<file path="config.mk">
export PLATFORM = sky130hd
export DESIGN_NAME = rvc_fetch_aligner
export DESIGN_NICKNAME = d
export VERILOG_FILES = /design/src/rtl/rvc_fetch_aligner.sv
export SDC_FILE = /design/constraint.sdc
export NUM_CORES = 1
export LEC_CHECK = 0
export ABC_CLOCK_PERIOD_IN_PS = 2200
export CORE_MARGIN = 4
export CORE_UTILIZATION = 45
export DETAILED_ROUTE_END_ITERATION = 8
export GPL_TIMING_DRIVEN = 0
export PLACE_DENSITY_LB_ADDON = 0.2
export SLEW_MARGIN = 20
export SYNTH_ARGS = -nofsm -noshare
export SYNTH_HDL_FRONTEND = slang
export SYNTH_SLANG_ARGS = --single-unit
</file>
<file path="constraint.sdc">
create_clock -name clk -period 2.2 [get_ports clk]
set_input_delay 0.33 -clock clk [delete_from_list [all_inputs] [get_ports clk]]
set_output_delay 0.33 -clock clk [all_outputs]
set_load 0.05 [all_outputs]
</file>
<file path="src/rtl/rvc_fetch_aligner.sv">
// rvc_fetch_aligner: IF/ID register that realigns 16/32-bit RV32IC instructions out of word fetches.
// Latency: one cycle from accepted fetch word to id_valid; RVC_ALIGN_ILLEGAL_EN adds the id_illegal flag.
// Backpressure: fetch_stall (combinational) holds fetch when a word carries two instructions or decode stalls.
module rvc_fetch_aligner #(
    parameter int          XLEN      = 32,
    parameter logic [31:0] NOP_INSTR = 32'h00000013
) (
    input  logic            clk,
    input  logic            reset,
    input  logic [XLEN-1:0] fetch_pc,
    input  logic [31:0]     fetch_instr,
    input  logic            fetch_valid,
    input  logic            flush,
    input  logic            id_stall,
    output logic            fetch_stall,
    output logic [31:0]     id_instr,
    output logic [XLEN-1:0] id_pc,
    output logic            id_compressed,
    output logic            id_valid
`ifdef RVC_ALIGN_ILLEGAL_EN
    ,
    output logic            id_illegal
`endif
);

    localparam logic [1:0] EMPTY = 2'd0;
    localparam logic [1:0] HALF  = 2'd1;
    localparam logic [1:0] UPPER = 2'd2;

    logic [1:0]      state;
    logic [1:0]      state_nxt;
    logic [15:0]     hbuf;
    logic [XLEN-1:0] hpc;

    logic [15:0]     lo;
    logic [15:0]     hi;
    logic            lo_c;
    logic            hi_c;
    logic [XLEN-1:0] base;
    logic [XLEN-1:0] base_p2;

    logic            emit;
    logic            emit_c;
    logic [31:0]     emit_instr;
    logic [XLEN-1:0] emit_pc;
    logic            load_hbuf;
    logic            unused_pc_bit;

    assign lo            = fetch_instr[15:0];
    assign hi            = fetch_instr[31:16];
    assign lo_c          = (lo[1:0] != 2'b11);
    assign hi_c          = (hi[1:0] != 2'b11);
    assign base          = {fetch_pc[XLEN-1:2], 2'b00};
    assign base_p2       = base + {{(XLEN-2){1'b0}}, 2'b10};
    assign unused_pc_bit = fetch_pc[0];

    always_comb begin
        state_nxt  = state;
        emit       = 1'b0;
        emit_c     = 1'b0;
        emit_instr = NOP_INSTR;
        emit_pc    = base;
        load_hbuf  = 1'b0;
        if (fetch_valid) begin
            case (state)
                EMPTY: begin
                    if (!fetch_pc[1]) begin
                        emit    = 1'b1;
                        emit_pc = base;
                        if (!lo_c) begin
                            emit_instr = fetch_instr;
                        end else begin
                            emit_c     = 1'b1;
                            emit_instr = {16'h0000, lo};
                            if (hi_c) begin
                                state_nxt = UPPER;
                            end else begin
                                load_hbuf = 1'b1;
                                state_nxt = HALF;
                            end
                        end
                    end else if (hi_c) begin
                        // Jump target in the upper halfword: lo belongs to older code.
                        emit       = 1'b1;
                        emit_c     = 1'b1;
                        emit_instr = {16'h0000, hi};
                        emit_pc    = base_p2;
                    end else begin
                        load_hbuf = 1'b1;
                        state_nxt = HALF;
                    end
                end
                HALF: begin
                    emit       = 1'b1;
                    emit_instr = {lo, hbuf};
                    emit_pc    = hpc;
                    if (hi_c) begin
                        state_nxt = UPPER;
                    end else begin
                        load_hbuf = 1'b1;
                    end
                end
                UPPER: begin
                    if (hi_c) begin
                        emit       = 1'b1;
                        emit_c     = 1'b1;
                        emit_instr = {16'h0000, hi};
                        emit_pc    = base_p2;
                        state_nxt  = EMPTY;
                    end else begin
                        load_hbuf = 1'b1;
                        state_nxt = HALF;
                    end
                end
                default: state_nxt = EMPTY;
            endcase
        end
    end

    assign fetch_stall = id_stall | (!flush && (state_nxt == UPPER));

    // Flush leaves exactly the reset image so a redirect behaves like a fresh start.
    always_ff @(posedge clk) begin
        if (!reset || flush) begin
            state         <= EMPTY;
            hbuf          <= 16'h0000;
            hpc           <= '0;
            id_valid      <= 1'b0;
            id_instr      <= NOP_INSTR;
            id_pc         <= '0;
            id_compressed <= 1'b0;
`ifdef RVC_ALIGN_ILLEGAL_EN
            id_illegal    <= 1'b0;
`endif
        end else if (!id_stall) begin
            state         <= state_nxt;
            if (load_hbuf) begin
                hbuf <= hi;
                hpc  <= base_p2;
            end
            id_valid      <= emit;
            id_instr      <= emit ? emit_instr : NOP_INSTR;
            id_compressed <= emit && emit_c;
            if (emit) begin
                id_pc <= emit_pc;
            end
`ifdef RVC_ALIGN_ILLEGAL_EN
            id_illegal    <= emit && emit_c && (emit_instr[15:0] == 16'h0000);
`endif
        end
    end

endmodule

</file>
After elaboration in Yosys (flattened, before gate mapping):

Cells that the tools add are included.

* register bits: 116
* word-level logic and storage cells: 55

* muxes and demuxes: 31
* add/subtract/negate cells: 1
* reductions and logical operators: 9
* equality and inequality tests: 5
* bitwise logic cells: 2

Operator list (number)
* $mux 32: 7
* $pmux 32 s3: 2
* $add 32x2->32 const B: 1
* $mux 16: 1
* $mux 2: 6
* $mux 1: 11
* $pmux 2 s3: 1
* $eq 2x2->1 const B: 2
* $ne 2x2->1 const B: 2
* $pmux 1 s2: 2
* $reduce_and 2->1: 2
* $pmux 1 s3: 1
* $eq 2x1->1 const B: 1
* $logic_and 1x1->1: 2
* $logic_not 1->1: 2
* $logic_not 2->1: 1
* $reduce_or 2->1: 1
* $logic_or 1x1->1: 1
* $not 1->1: 1
* $or 1x1->1: 1

Logic depth before layout (Yosys ltp):

* depth after elaboration: 9
* gate-level depth with buffers: 10
* mapped depth without buffers: 6

Worst setup path after synthesis:

OpenSTA, ideal clock, no wires.

* kind: register to register
* start: reg state[0]
* end: reg id_pc[10]
* required time: 2.066 ns
* arrival: 2.003 ns
* library setup time: 0.134 ns
* path buffers: 2
* setup slack: 0.062 ns
* cell stages (with the launch flop): 9
* clock period less this slack: 2.138 ns
* cell sequence: dfxtp_1 inv_1 ha_1 buf_6 or4b_4 buf_6 a22o_1 a211oi_2 a211oi_1

* cells in the longest elaborated chain, start to end: 4

RTL lines
* start: declaration: RTL line 30 `logic [1:0] state;`
* start signal: assignment: RTL line 136 `state <= state_nxt;`
* $eq 2x2->1 (tied with other cells): RTL line 65 `case (state)`
* $pmux 1 s3: RTL line 65
* $mux 1: RTL line 64 `if (fetch_valid) begin`
* $reduce_and 2->1 (no source line)
* end signal: assignment: RTL line 145 `id_pc <= emit_pc;`
* end: declaration: RTL line 17 `output logic [XLEN-1:0] id_pc,`

Parallel ways exist; a longest one is shown, timed or not.
A chain may end at the register's enable or synchronous reset.

Final worst setup path:

* start: in id_stall
* end: out fetch_stall

* cells in the longest elaborated chain, start to end: 1

RTL lines
* start: declaration: RTL line 14 `input logic id_stall,`
* $or 1x1->1: RTL line 120 `assign fetch_stall = id_stall | (!flush && (state_nxt == UPPER));`
* end: declaration: RTL line 15 `output logic fetch_stall,`

Every way passes these cells.

==> key figures <==
Timing
  • Max-slew violations: 0
  • Min Clock Period, post-route: between 2 and 2.5 ns
  • Setup Skew: between 0.006 and 0.007 ns
  • Final Hold Vio Count: 0
  • Pin slew with the least headroom to its limit: 0.701 ns
  • Final setup fails: 1
  • Tcrit/Tclk final: 1.00
  • RSZ-0062 raised after global routing: yes
  • Max Fclk: between 0.4 and 0.5 GHz
  • Worst setup margin: -0.00833 ns
  • Setup TNS: -0.00833 ns
  • Max-Slew Margin vs Limit: 0.532
  • WHS: slightly below 0.4 ns

Synthesis
  • Synth top area share: 0.404
  • Synth Instances: 656
  • Synth Register Bits: approximately 110
  • Avg Inst Size Synth: roughly 8.6 um^2
  • Synth Flop Type: dfxtp_1
  • Post-synth EDFFs: 0
  • Leading area contributor after synthesis: dfxtp_1
  • Synthesized net count: roughly 730
  • Fraction of registers with async set or reset after synthesis: 0
  • Seq/Total Area, Yosys: 0.404
  • Syn Std Cell Area: around 5600 um^2
  • Synth cell types: between 40 and 50
  • Largest cells by area after synthesis: dfxtp_1 40%, a22o_1 9.1%, a21oi_1 7.5%
  • Synth warn: 0

Drt
  • DR vias/cell: around 5.9
  • Detail Route Antenna Nets: 0
  • Final wirelength: about 19000 um
  • Post-route DRC: 0
  • DR pass1 iterations: 5
  • Vias: approximately 6000
  • DR iter-0 viols: 609
  • Average wire per cell in the routed design: between 15 and 20 um

Cells and area
  • Fraction of layout cells with a size suffix above 1: 0.141
  • Post-layout util: 0.655
  • Commonest non-fill, non-tap cells in the layout: 127 x clkdlybuf4s50_1, 112 x dfxtp_1, 83 x a21oi_1
  • Net count reported at finish: around 900
  • N_diodes: 0
  • Commonest non-fill, non-tap cell in the layout: clkdlybuf4s50_1
  • Area grow syn2layout: 40.9%
  • Finished Layout Cells: approximately 990
  • Final instance area: 7960 um^2

Critical path
  • Kind of critical path: primary input to output port
  • Critical Path RT: 1.87 ns
  • CP delay by family, top: buffers and inverters
  • R2R cell count: 8
  • R2R Path Start: state[0]
  • Stages on worst setup path: 5
  • CP arrival: approximately 1.9 ns
  • Crit Path Max Fanout: 10
  • Setup crit start: id_stall
  • Setup crit end kind: output port
  • R2R Path End: id_pc[15]
  • Crit path buf inv count: 4
  • Crit-path slowest cell: clkdlybuf4s50_1
  • Slowest stage delay, CP: ~0.63 ns
  • Worst path cell trace: clkdlybuf4s50_1 -> clkbuf_2 -> clkbuf_4 -> a31o_2 -> buf_8
  • CP startpoint kind: primary input
  • Register-to-register setup slack: ~0.050 ns

CTS
  • Hold_buf cts: 0
  • CTS tree: built
  • CTS Buf Count: 17
  • H-tree Lvls: 4
  • Worst-path clk slew: ~0.050 ns
  • CTS Buffer Depth: 2
  • Clock root cell: clkbuf_16
  • Clock Sink Count: 114
  • Clk_lat worst skew: 0.42 ns

Place
  • # port buffers: 132
  • Post-DP Area: slightly above 7000 um^2
  • Final GP Congestion: between 0.8 and 0.9
  • Hpwl dp: between 10000 and 15000 um
  • Cell count after placement: roughly 960

Global routing
  • GRT busiest layer: met2
  • GR Layer Usage met2: 0.406
  • Tot GR Track Use: 0.251
  • Vias in the first global route: between 5000 and 6000
  • Gr ovfl total: 0
  • Met1 Use GR: 0.324
  • First-pass GRT wire length: roughly 29000 um
  • Antenna violations before repair: 0
  • Largest net degree at the start of global routing: 17
  • M3 GR Usage: 0.0608

Job
  • Max Cap Viol: 0

Power
  • PD cells: about 740 nW/um^2
  • Maximum VDD drop: roughly 0.5 mV
  • Pleak: between 0.002 and 0.003 uW

Worst hold path
  • Hold Path Cell Cnt: 4
  • HP Class: primary input to flip-flop
  • WHS Endpoint: state[0]
  • Hold_sp: fetch_valid

Floorplan
  • # IOs: about 140
  • # rows: 40
  • Starting Density: 0.465
  • Core area: around 12000 um^2
  • Vert. Die Dim: about 120 um
  • Die width: 120 um
  • Die area: around 14000 um^2

Status
  • Status: complete, but fails checks
  • Violated checks: setup timing
## sequential cells by signal, summed over array words and instances (netlist names)
register,count
id_valid,1
id_pc,31
id_instr,32
id_compressed,1
hbuf,16
state,2
hpc,31
## synth_stat cells, types with 2 or more instances
cell type,n
a21boi_0,3
o21ai_0,48
ha_1,4
buf_1,4
and3_1,14
a211oi_2,30
clkbuf_1,52
a21o_1,6
nand2_1,39
o221ai_1,13
buf_2,13
a222oi_1,2
nand2b_1,3
buf_6,7
a21oi_1,85
o211ai_1,19
dfxtp_1,114
buf_4,2
nor2_1,5
a211oi_1,32
nand3_1,45
o22ai_1,2
a22o_1,59
inv_1,37
and4b_1,2
## per-layer routing
layer  part of all wire  wire (um)
met5                  0          0
met2               0.47       8790
met1               0.43       7980
met3              0.074       1370
met4              0.022        416
## worst reg2reg max path, cell delays in order (launching register included)
cell	delay [ns]
dfxtp_4	0.40
inv_4	0.05
ha_4	0.19
buf_4	0.15
or4b_4	0.52
buf_6	0.17
a22o_1	0.24
a211oi_2	0.23
a211oi_1	0.08
## stage by stage
| step | power (uW) | setup slack, ns |
|---|---|---|
| 2_1_floorplan | 2670 | 0.0624 |
| 3_3_place_gp | 3000 | -0.971 |
| 3_5_place_dp | 3010 | -0.971 |
| 4_1_cts | 5870 | 0.00239 |
| 5_1_grt | 6070 | -0.0763 |
| 6_report | 5880 | -0.00833 |
## what timing repair did
action                     CTS  global route
setup endpoints to repair   91            71
pin swaps                    4             6
setup buffers                4             3
resized for setup           39            21
## layout make-up
cell class              count  area [um^2]
clock inverters            11          160
plain buffers              76          397
clock buffers              21          450
inverters                  37          144
fillers                  1040         4200
well taps                 168          210
repair buffers            139         1380
multi-input cells         427         2930
flip-flops and latches    114         2290
## logic make-up (layout without fill, tap and decap cells)
kind of cell | after synthesis | count (layout) | share of synthesized area
simple gates | 115 | 115 | 0.103
compound gates | 307 | 307 | 0.394
buf+inv | 115 | 284 | 0.0899
other cells | 1 | 1 | 0.000664
fa+ha+maj | 4 | 4 | 0.00886
flops | 114 | 114 | 0.404
## how the worst max path moves through the flow
stage / endpoint
global placement: fetch_stall
floorplan: id_pc[10]
CTS: fetch_stall
detailed placement: fetch_stall
finish: fetch_stall
global route: fetch_stall
## where the power goes
group / internal [uW] / switching, uW / total (uW)
clock network: 1910 / 953 / 2860
registers: 2100 / 20.9 / 2120
logic: 351 / 542 / 894
total: 4360 / 1520 / 5880
(Power assumes the default switching activity.)
